File: src/rtl/fdc_sd_arbiter.sv
// fdc_sd_arbiter: merges the four per-drive SD block request channels of the
// floppy controller into the single SD block port of the HPS I/O bridge.
// One host request is outstanding at a time, and the grant is held for the
// whole block transfer. Ack and buffer-write strobes are routed back to the
// granted drive only.
module fdc_sd_arbiter #(
  parameter int TMO_W = 24,    // ack-wait timeout counter width
  parameter bit RR_EN = 1'b1   // 1: round-robin, 0: fixed priority (drive 0 first)
) (
  input  logic             CLK,
  input  logic             RESET,
  input  logic [3:0]       drv_rd,
  input  logic [3:0]       drv_wr,
  input  logic [3:0][31:0] drv_lba,
  output logic [3:0]       drv_ack,
  input  logic [3:0][7:0]  drv_buff_din,
  output logic [3:0]       drv_buff_wr,
  output logic [31:0]      host_lba,
  output logic             host_rd,
  output logic             host_wr,
  input  logic             host_ack,
  input  logic             host_buff_wr,
  output logic [7:0]       host_buff_din,
  output logic             busy,
  output logic [1:0]       grant_idx,
  output logic             timeout
);

  typedef enum logic [1:0] {
    IDLE = 2'd0,
    REQ  = 2'd1,
    XFER = 2'd2
  } state_t;

  state_t            state_reg, state_next;
  logic [1:0]        grant_reg, grant_next;
  logic [31:0]       lba_reg, lba_next;
  logic              rd_reg, rd_next;
  logic              wr_reg, wr_next;
  logic [3:0]        ack_reg, ack_next;
  logic [TMO_W-1:0]  tmo_reg, tmo_next;
  logic [TMO_W-1:0]  tmo_inc;
  logic [1:0]        rr_reg, rr_next;
  logic              timeout_reg, timeout_next;

  // Arbitration result, only acted on while IDLE.
  logic [3:0]        pending;
  logic              found;
  logic [1:0]        win;
  logic [1:0]        search_start;
  logic [1:0]        idx;

  // First pending drive, searching upward (mod 4) from the round-robin pointer.
  always_comb begin
    pending      = drv_rd | drv_wr;
    search_start = RR_EN ? rr_reg : 2'd0;
    found        = 1'b0;
    win          = 2'd0;
    idx          = 2'd0;
    for (int k = 0; k < 4; k++) begin
      idx = search_start + 2'(k);
      if (!found && pending[idx]) begin
        found = 1'b1;
        win   = idx;
      end
    end
  end

  // Next-state and registered-output logic of the request/transfer FSM.
  always_comb begin
    state_next   = state_reg;
    grant_next   = grant_reg;
    lba_next     = lba_reg;
    rd_next      = rd_reg;
    wr_next      = wr_reg;
    ack_next     = ack_reg;
    tmo_next     = tmo_reg;
    rr_next      = rr_reg;
    timeout_next = 1'b0;
    tmo_inc      = tmo_reg + {{(TMO_W-1){1'b0}}, 1'b1};

    case (state_reg)
      IDLE: begin
        ack_next = 4'b0000;
        if (found) begin
          // LBA and operation are frozen here; later drive-side changes are ignored.
          grant_next = win;
          lba_next   = drv_lba[win];
          rd_next    = drv_rd[win];
          wr_next    = !drv_rd[win];
          tmo_next   = '0;
          state_next = REQ;
        end
      end

      REQ: begin
        if (host_ack) begin
          // Request drops on the same edge the ack is seen; ack forwarding starts.
          rd_next    = 1'b0;
          wr_next    = 1'b0;
          ack_next   = 4'b0001 << grant_reg;
          state_next = XFER;
        end else if (&tmo_inc) begin
          // Host never answered: abandon the request and move the pointer on.
          rd_next      = 1'b0;
          wr_next      = 1'b0;
          timeout_next = 1'b1;
          tmo_next     = tmo_inc;
          rr_next      = grant_reg + 2'd1;
          state_next   = IDLE;
        end else begin
          tmo_next = tmo_inc;
        end
      end

      XFER: begin
        if (host_ack) begin
          ack_next = 4'b0001 << grant_reg;
        end else begin
          ack_next   = 4'b0000;
          rr_next    = grant_reg + 2'd1;
          state_next = IDLE;
        end
      end

      default: begin
        state_next = IDLE;
      end
    endcase
  end

  // State register; reset abandons any transfer in flight.
  always_ff @(posedge CLK or posedge RESET) begin
    if (RESET) begin
      state_reg   <= IDLE;
      grant_reg   <= 2'd0;
      lba_reg     <= 32'd0;
      rd_reg      <= 1'b0;
      wr_reg      <= 1'b0;
      ack_reg     <= 4'b0000;
      tmo_reg     <= '0;
      rr_reg      <= 2'd0;
      timeout_reg <= 1'b0;
    end else begin
      state_reg   <= state_next;
      grant_reg   <= grant_next;
      lba_reg     <= lba_next;
      rd_reg      <= rd_next;
      wr_reg      <= wr_next;
      ack_reg     <= ack_next;
      tmo_reg     <= tmo_next;
      rr_reg      <= rr_next;
      timeout_reg <= timeout_next;
    end
  end

  // Buffer write strobe reaches only the granted drive, and only during XFER.
  generate
    for (genvar gi = 0; gi < 4; gi++) begin : g_buff_wr
      assign drv_buff_wr[gi] = (state_reg == XFER) && host_buff_wr &&
                               (grant_reg == 2'(gi));
    end
  endgenerate

  assign host_buff_din = drv_buff_din[grant_reg];
  assign host_lba      = lba_reg;
  assign host_rd       = rd_reg;
  assign host_wr       = wr_reg;
  assign drv_ack       = ack_reg;
  assign busy          = (state_reg != IDLE);
  assign grant_idx     = grant_reg;
  assign timeout       = timeout_reg;

endmodule

File: config.mk
export PLATFORM = sky130hd
export DESIGN_NAME = fdc_sd_arbiter
export DESIGN_NICKNAME = d
export VERILOG_FILES = /design/src/rtl/fdc_sd_arbiter.sv
export SDC_FILE = /design/constraint.sdc
export NUM_CORES = 1
export LEC_CHECK = 0
export ABC_AREA = 1
export BUFFER_PORTS_ARGS = -buffer_cell sky130_fd_sc_hd__buf_2
export CORE_MARGIN = 2
export CORE_UTILIZATION = 35
export DETAILED_ROUTE_END_ITERATION = 7
export SETUP_SLACK_MARGIN = 0.02
export SLEW_MARGIN = 20
export SYNTH_ARGS = -nofsm -noshare
export SYNTH_HDL_FRONTEND = slang
export SYNTH_SLANG_ARGS = --single-unit
File: constraint.sdc
create_clock -name CLK -period 3.6 [get_ports CLK]
set_clock_uncertainty 0.15 [all_clocks]
set_input_delay 0.36 -clock CLK [delete_from_list [all_inputs] [get_ports CLK]]
set_output_delay 0.36 -clock CLK [all_outputs]
set_load 0.005 [all_outputs]
[Word-level counts from Yosys, hierarchy flattened]
Cells that the tools add are included.
Storage, ports and cells
  register bits: 69
  input port bits: 172
  output and inout bits: 54
  word-level logic and storage cells: 104
Cells by class
  $add $sub $neg: 5
  magnitude comparators: 6
  equality and inequality tests: 11
  shift operators: 1
  multiplexer cells: 46
  bitwise operators: 1
  reduce and logical (&&, ||, !) cells: 25
Operator list (count)
  $bmux W32 S2: 1
  $mux W24: 2
  $pmux W24 S2: 1
  $mux W32: 1
  $add A24 B1 Y24 const B: 1
  $reduce_and A24 Y1: 1
  $mux W2: 11
  $lt A2 B3 Y1 const B: 6
  $bmux W8 S2: 1
  $mux W1: 16
  $pmux W4 S3: 1
  $bmux W1 S2: 5
  $ne A2 B2 Y1 const B: 5
  $reduce_and A3 Y1: 3
  $logic_and A1 B1 Y1: 8
  $mux W4: 2
  $mux W8: 1
  $eq A2 B2 Y1 const B: 3
  $pmux W2 S3: 1
  $reduce_bool A2 Y1: 3
  $add A2 B1 Y2 const B: 2
  $add A2 B2 Y2 const B: 2
  $eq A2 B1 Y1 const B: 2
  $logic_not A1 Y1: 4
  other kinds (9): 12

[Depth between registers and ports, before layout]
Gate-level depths: netlist of run 1.
  depth in word-level cells: 18
  gate-level depth with buffers: 17

[Worst setup path before layout of run 1]
Ideal clock, no wire load.
  path type: register -> register
  start point: register tmo_reg[0]
  end point: register rd_reg (netlist: host_rd)
  library setup time: 0.116 ns
  arrival: 1.799 ns
  data required time: 3.334 ns
  setup slack: 1.535 ns
  stages on the path, launching flop included: 17
  cell sequence: dfrtp_1 -> ha_1 -> nand2_2 -> nor2_1 -> nand2_2 -> nor2_4 -> nand2_1 -> nand2_1 -> nand2_1 -> nor2_2 -> nand2_2 -> nor2_4 -> nand2_1 -> nand2_2 -> nand2_1 -> nand2_1 -> nand2_1
Between the ends
  cells in the longest elaborated chain, start to end: 4
Ends and longest elaborated chain
  from (decl): line 41  | logic [TMO_W-1:0] tmo_reg, tmo_next;
  from (signal assigned): line 151  | tmo_reg <= tmo_next;
  $add A24 B1 Y24: line 80  | tmo_inc = tmo_reg + {{(TMO_W-1){1'b0}}, 1'b1};
  $reduce_and A24 Y1: line 103  | end else if (&tmo_inc) begin
  $ne A3 B3 Y1 (no source line)
  $reduce_and A3 Y1 (no source line)
  to (signal assigned): line 148  | rd_reg <= rd_next;
  to (decl): line 38  | logic rd_reg, rd_next;
No other way between the ends.
A chain may end at the register's enable or synchronous reset.

[Final worst setup path of run 1]
  start point: register rr_reg[0]
  end point: register rd_reg (netlist: host_rd)
Between the ends
  cells in the longest elaborated chain, start to end: 16
Ends and longest elaborated chain
  from (decl): line 43  | logic [1:0] rr_reg, rr_next;
  from (signal assigned): line 152  | rr_reg <= rr_next;
  branches (longest 16 deep; another with $add A2 B1 Y2)
Several ways; the timed one is not identified. The select of a mux whose other input is x is not followed.

==> results by group, run 1 <==
Die
  • Row cnt: 46
  • IO Count: around 230
  • Die Wd: 131.3 um
  • Core ar.: 15890 sq um
  • Die Area: 17240 sq um
  • Starting Density: 0.3570
  • Die span in y: about 130 um

Hold path
  • Worst hold path class: primary input to asynchronous set/reset pin

Critical path
  • CP max FO: 26
  • Worst Path Required: 3680 ps
  • CP Capture Type: flip-flop
  • CP most frequent cell: nand2_1
  • CP max-delay cell: dfrtp_1
  • CP Cell Sequence: inv_4 > nand2_1 > nand2_1 > nand2_1 > nand2_1 > nand2_1 > nand3_1 > nand3_1 > nand2_2 > inv_2 > nand3_1 > nand3_1 > nand2_1
  • CP Class: flip-flop to flip-flop
  • CP Data Arrival Time: 3030 ps
  • Critical Path Max Stage Delay: 610 ps
  • Crit path launch type: flip-flop

Clock network
  • Clk_lat worst skew: 340 ps
  • CTS Sinks: 69
  • CTS root buffer: clkbuf_16
  • CTS clk-pin slew, worst paths: 60 ps
  • H-tree levels: 3
  • Post-CTS setup buffers: 0
  • Clk buf depth: 2
  • CTS buffer count: 9
  • CTS hold repair buffers: 0
  • TritonCTS clock tree: built
  • Post_cts resized: 0

Power and ir drop
  • Clock power frac: 0.142
  • Cell Pwr Density: 775.1 nW/um^2
  • Pleak: 4.004 nW
  • Switch share: 0.5089
  • Sequential share of power: 0.232
  • Maximum vdd ir drop: 449.3 uV
  • Logic gate share of total power: 0.626
  • Internal: around 2.7 mW
  • NetSw: 2.840 mW

STA
  • Least-Margin Pin Slew: 785.2 ps
  • Setup_tns: 0 ps
  • Setup Viol. Count Final: 0
  • Relative slew slack: 0.4759
  • Final setup margin: around 650 ps
  • Fmax: roughly 340 MHz
  • Crit path time final: 2954 ps
  • Final Max Slew Viols: 0
  • Final hold vios: 0
  • RSZ-0062 raised after global routing: no
  • Crit share post-route: 0.8206

Global route
  • Met3 Resource Use GR: 0.04900
  • Pin count of the biggest net entering global routing: 49
  • GR Util All Layers: 0.2110
  • Met2 Use GR: 0.3646
  • Met1 GRT Util: 0.2593
  • Vias in the first global route: 6074
  • Total gr overflow: 0
  • Initial antenna violation count: 2
  • GRT busiest layer: met2
  • First-pass GRT wire length: 29.57 mm

Placed design
  • Buffers on Ports: ~230
  • Post-place setup slack: 638.3 ps
  • DP HPWL: between 10 and 15 mm
  • GPL Wtd Cong: 0.8937

Synthesis
  • Synth Cell Area: 5672 sq um
  • Synthesized area per cell: 6.239 sq um
  • Cell count after synthesis: 909
  • Synth unique cells: 37
  • Sequential share of the synthesized area: 0.3044
  • Synthesis Warnings: 0
  • #FFs+latches synth: 69
  • Syn_nets: around 1100

Layout
  • Layout cell share with drive strength beyond 1: 0.2538
  • Max reg flops: 32
  • Utilization after layout: 0.4531
  • Area delta synth->final: 26.91%
  • Nets: 1296

Route
  • Drt wl/cell: about 14 um
  • Via/cell ratio: roughly 4.8
  • Remaining DRCs: 0
  • Pre-Repair DR Iteration Count: 7
  • Final ANT Viol Nets: 0
  • Iter 0 DRT Violations: 427
  • Drt total wl: ~18 mm
  • Routed via count: 6400

Job
  • Number of max-cap violations: 0

Outcome
  • Outcome: finished, final reports clean
Yosys cell counts:
cell	number	area, sq um
a21oi_1	2	10.01
a22o_1	1	8.760
and2_1	2	12.51
buf_1	2	7.510
buf_2	19	95.09
buf_4	7	52.55
buf_6	3	33.78
clkbuf_1	8	30.03
clkinv_1	1	3.750
dfrtp_1	69	1727
ha_1	10	125.1
inv_1	136	510.5
inv_2	6	22.52
inv_4	1	6.260
nand2_1	302	1134
nand2_2	9	56.30
nand2_4	1	11.26
nand3_1	104	520.5
nand3_2	3	30.03
nand3_4	1	17.52
nand3b_1	24	180.2
nand4_1	31	193.9
nor2_1	72	270.3
nor2_2	6	37.54
nor2_4	5	56.30
nor3_1	2	10.01
nor3_2	1	10.01
nor4_1	1	6.260
o211ai_1	9	67.56
o21ai_0	28	140.1
o21ai_1	3	15.01
o21ai_2	1	8.760
o22ai_1	26	162.7
or2_1	9	56.30
xnor2_1	1	8.760
xor2_1	2	17.52
xor2_2	1	16.27
metal layers:
metal / vias up / wire, um
li1: 3293 / -
met1: 2876 / 7956
met2: 202 / 8898
met3: 29 / 981
met4: 0 / 523
met5: - / 0
power by group through the flow:
stage	Clock [mW]	Combinational (mW)	Sequential (mW)
global placement	0	3.49	1.31
floorplan	0	2.61	1.24
global route	0.855	3.96	1.34
finish	0.792	3.49	1.30
detailed placement	0	3.52	1.29
CTS	0.814	3.52	1.30
stage by stage:
stage	std cells	hold slack [ps]	power, mW	area (sq um)
final	1337	11.65	5.579	7198
after global routing	1337	76.22	6.155	7198
after CTS	1335	50.27	5.629	7193
after detailed placement	1319	309.5	4.817	6934
after global placement	1319	310.1	4.796	6934
after floorplan	909	314.6	3.846	5672
critical path, delay by kind of cell, from the launching register on:
family                 cells  cell delay [ps]
and+or+nand+nor           11             1430
buffers and inverters      2              650
DFF                        1              610
cell usage in the layout, fill, tap and decap left out, drive strengths merged:
cell type  count
nor2          83
clkinv         7
inv          143
a21oi          2
nor4           1
o21ai         32
nor3           3
nand2        312
xnor2          1
o22ai         26
buf          233
and2           2
nand3        108
clkbuf        10
dfrtp         69
ha            10
diode          2
nand3b        24
xor2           3
a22o           1
or2            9
o211ai         9
nand4         31
kinds of logic after synthesis:
logic type / Yosys count / share of synthesized area
buffers and inverters: 183 / 0.1343
adder cells (fa/ha/maj): 10 / 0.02206
XOR/XNOR: 4 / 0.007502
AND/OR/NAND/NOR: 573 / 0.4589
flip-flops: 69 / 0.3044
AO/OA/AOI/OAI: 70 / 0.07280
cell type report:
type                       instances  area, sq um
tap                              216        270.3
clock buffer                      10        229.0
inverter                         144        543.0
multi-input combinational        657         3183
sequential                        69         1727
antenna                            2        5.005
fill                            1772         8687
clock inverter                     6        30.03
timing repair buffer             233         1211
worst paths after layout:
path	to	cells past startpoint	start	slack (ps)
worst max-delay path	host_rd	13	rr_reg[0]	650
worst min-delay path	tmo_reg[5]	2	RESET	10
worst max register to register	host_rd	13	rr_reg[0]	650
worst min register to register	host_lba[22]	2	host_lba[22]	330
max in group asynchronous	host_lba[10]	3	RESET	2630
min in group CLK	host_lba[6]	3	drv_lba[38]	150
Power figures use the tool's default switching activity.
==> run 2, diff against run 1 <==
==> constraint.sdc (replaced) <==
create_clock -name CLK -period 2.8 [get_ports CLK]
set_clock_uncertainty 0.15 [all_clocks]
set_input_delay 0.28 -clock CLK [delete_from_list [all_inputs] [get_ports CLK]]
set_output_delay 0.28 -clock CLK [all_outputs]
set_load 0.005 [all_outputs]
==> results by group, run 2 (synthesis results as in run 1) <==
Route
  • Routed via count: 6397 (-0.047%)
  • Iter 0 DRT Violations: 413 (-3.3%)
  • Met3 wire len: 1.090 mm (+11%)
  • Drt wl/cell: 13.66 um (-0.52%)
  • Routed met2 length: 9.128 mm (+2.6%)
  • Pre-Repair DR Iteration Count: 5 (-2)
  • Drt total wl: 18.32 mm (-0.22%)
  • Via/cell ratio: 4.770 (-0.35%)
  • Final ANT Viol Nets: 0 (unchanged)
  • Max layer used: met4
  • Wl on met1: 7.614 mm (-4.3%)
  • Remaining DRCs: 0 (unchanged)

Critical path
  • Crit path launch type: flip-flop
  • Cell family with most CP delay: simple AND/OR/NAND/NOR gates
  • CP max-delay cell: dfrtp_1
  • CP Capture Type: flip-flop
  • CP most frequent cell: nand3_1
  • CP Cell Sequence: inv_4 > nand2_1 > nand3_1 > nand2_1 > nand2_1 > nand3_1 > nand3_1 > nand2_2 > inv_2 > nor2_4 > nand3_1 > nand3_1
  • CP Data Arrival Time: 2670 ps (-360 ps)
  • R2R setup slack: 260 ps (-390 ps)
  • CP max FO: 25 (-3.8%)
  • CP Class: flip-flop to flip-flop
  • Critical Path Max Stage Delay: 590 ps (-20 ps)
  • Crit path buffers/inverters: 2 (unchanged)
  • Worst Path Required: 2930 ps (-750 ps)

Power and ir drop
  • Clock power frac: 0.149 (+0.007)
  • Cell Pwr Density: 1004 nW/um^2 (+30%)
  • Sequential share of power: 0.223 (-0.009)
  • Switch share: 0.5029 (-0.006018)
  • Pleak: 4.038 nW (+0.86%)
  • Logic gate share of total power: 0.628 (+0.002)
  • NetSw: 3.672 mW (+29%)
  • Maximum vdd ir drop: 467.6 uV (+4.1%)
  • Internal: 3.629 mW (+32%)

Layout
  • Nets: 1302 (+0.46%)
  • Layout cell share with drive strength beyond 1: 0.2569 (+0.003091)
  • Post-route cell area: 7272 sq um (+1.0%)
  • # diodes: 0 (-2)
  • Max reg flops: 32 (unchanged)
  • Area delta synth->final: 28.22%
  • Commonest non-fill, non-tap cell in the layout: nand2_1
  • Most frequent cells in the layout: 302 x nand2_1, 225 x buf_2, 135 x inv_1
  • # fillers: 1752 (-1.1%)

Global route
  • Initial antenna violation count: 0 (-2)
  • First-pass GRT wire length: 29.84 mm (+0.89%)
  • GR Util All Layers: 0.2138 (+0.002889)
  • Total gr overflow: 0 (unchanged)
  • Pin count of the biggest net entering global routing: 49 (unchanged)
  • Vias in the first global route: 6114 (+0.66%)

Die
  • Starting Density: 0.3570 (unchanged)
  • Row cnt: 46 (unchanged)
  • Die Wd: 131.3 um (unchanged)
  • Core ar.: 15890 sq um (unchanged)
  • IO Count: 226 (unchanged)
  • Die Area: 17240 sq um (unchanged)
  • Die span in y: 131.3 um (unchanged)

Clock network
  • TritonCTS clock tree: built
  • CTS Sinks: 69 (unchanged)
  • H-tree levels: 3 (unchanged)
  • CTS clk-pin slew, worst paths: 60 ps (about the same)
  • CTS root buffer: clkbuf_16
  • Clk buf depth: 2 (unchanged)
  • Clk_lat worst skew: 340 ps (about the same)
  • CTS buffer count: 9 (unchanged)

STA
  • Crit share post-route: 0.9077 (+0.08716)
  • Final hold vios: 0 (unchanged)
  • Fmax: 393.4 MHz (+16%)
  • Relative slew slack: 0.4872 (+0.01126)
  • Least-Margin Pin Slew: 768.3 ps (-16.88 ps)
  • RSZ-0062 raised after global routing: no
  • Final Max Slew Viols: 0 (unchanged)
  • Crit path time final: 2542 ps (-412.4 ps)
  • Setup_tns: 0 ps (unchanged)
  • Setup Viol. Count Final: 0 (unchanged)

Job
  • Number of max-cap violations: 0 (unchanged)

Hold path
  • Worst hold path class: primary input to flip-flop

Placed design
  • Placement Cell Area: 6984 sq um (+0.72%)
  • Buffers on Ports: 225 (unchanged)
  • GPL Wtd Cong: 0.8626 (-3.5%)
  • DP HPWL: 14.21 mm (+1.4%)

Outcome
  • Outcome: finished, final reports clean
-- run 2: area by class of cell --
class / count / area [sq um] / area share
Sequential cell: 69 / 1727 / 0.2374
Multi-Input combinational cell: 657 / 3183 / 0.4377
Tap cell: 216 / 270.3 / 0.03716
Clock inverter: 5 / 35.03 / 0.004818
Clock buffer: 11 / 242.7 / 0.03338
Inverter: 144 / 543.0 / 0.07467
Timing Repair Buffer: 239 / 1271 / 0.1748
-- run 2: metal layers --
metal,track usage,up-vias
li1,-,3300
met2,0.3807,199
met4,0.07669,0
met3,0.04630,30
met5,0,-
met1,0.2532,2868
-- run 2: repair_timing --
item | in CTS | in global routing
setup endpoints to repair | 0 | 0
endpoints found under the hold margin | 27 | 0
hold buffers | 1 | 0
setup buffers | 0 | 0
resized for setup | 0 | 0
-- run 2: worst register-to-register path: stages, from the launching register on --
cell	delay, ps
dfrtp_1	590
inv_4	90
nand2_1	100
nand3_1	100
nand2_1	140
nand2_1	110
nand3_1	80
nand3_1	80
nand2_2	260
inv_2	280
nor2_4	290
nand3_1	100
nand3_1	90
-- run 2: power groups by stage --
stage / combinational, mW / sequential, mW / clock [mW]
final: 4.59 / 1.62 / 1.09
after global routing: 5.22 / 1.68 / 1.16
after CTS: 4.63 / 1.63 / 1.11
after detailed placement: 4.65 / 1.62 / 0
after global placement: 4.59 / 1.64 / 0
after floorplan: 3.36 / 1.59 / 0
-- run 2: path summary, 6_finish.rpt --
check                                  from      endpoint  depth (start not counted)
worst max register to register    rr_reg[0]  host_lba[26]                         12
max in group asynchronous             RESET  host_lba[20]                          4
worst min register to register      host_wr       host_wr                          2
worst max-delay path              rr_reg[0]  host_lba[26]                         12
worst min-delay path            drv_lba[33]   host_lba[1]                          3
min in group asynchronous             RESET    tmo_reg[1]                          3
-- run 2: metrics by stage --
| stage | hold WS (ps) | util | cells | setup slack, ps | power [mW] |
|---|---|---|---|---|---|
| 4_1_cts | 62.49 | 0.4578 | 1341 | 263.1 | 7.373 |
| 5_1_grt | 81.87 | 0.4578 | 1341 | 35.01 | 8.066 |
| 3_3_place_gp | 289.7 | 0.4397 | 1324 | 272.8 | 6.227 |
| 2_1_floorplan | 312.4 | - | 909 | 630.1 | 4.945 |
| 3_5_place_dp | 288.9 | 0.4397 | 1324 | 268.7 | 6.275 |
| 6_report | 70.71 | 0.4578 | 1341 | 258.4 | 7.301 |
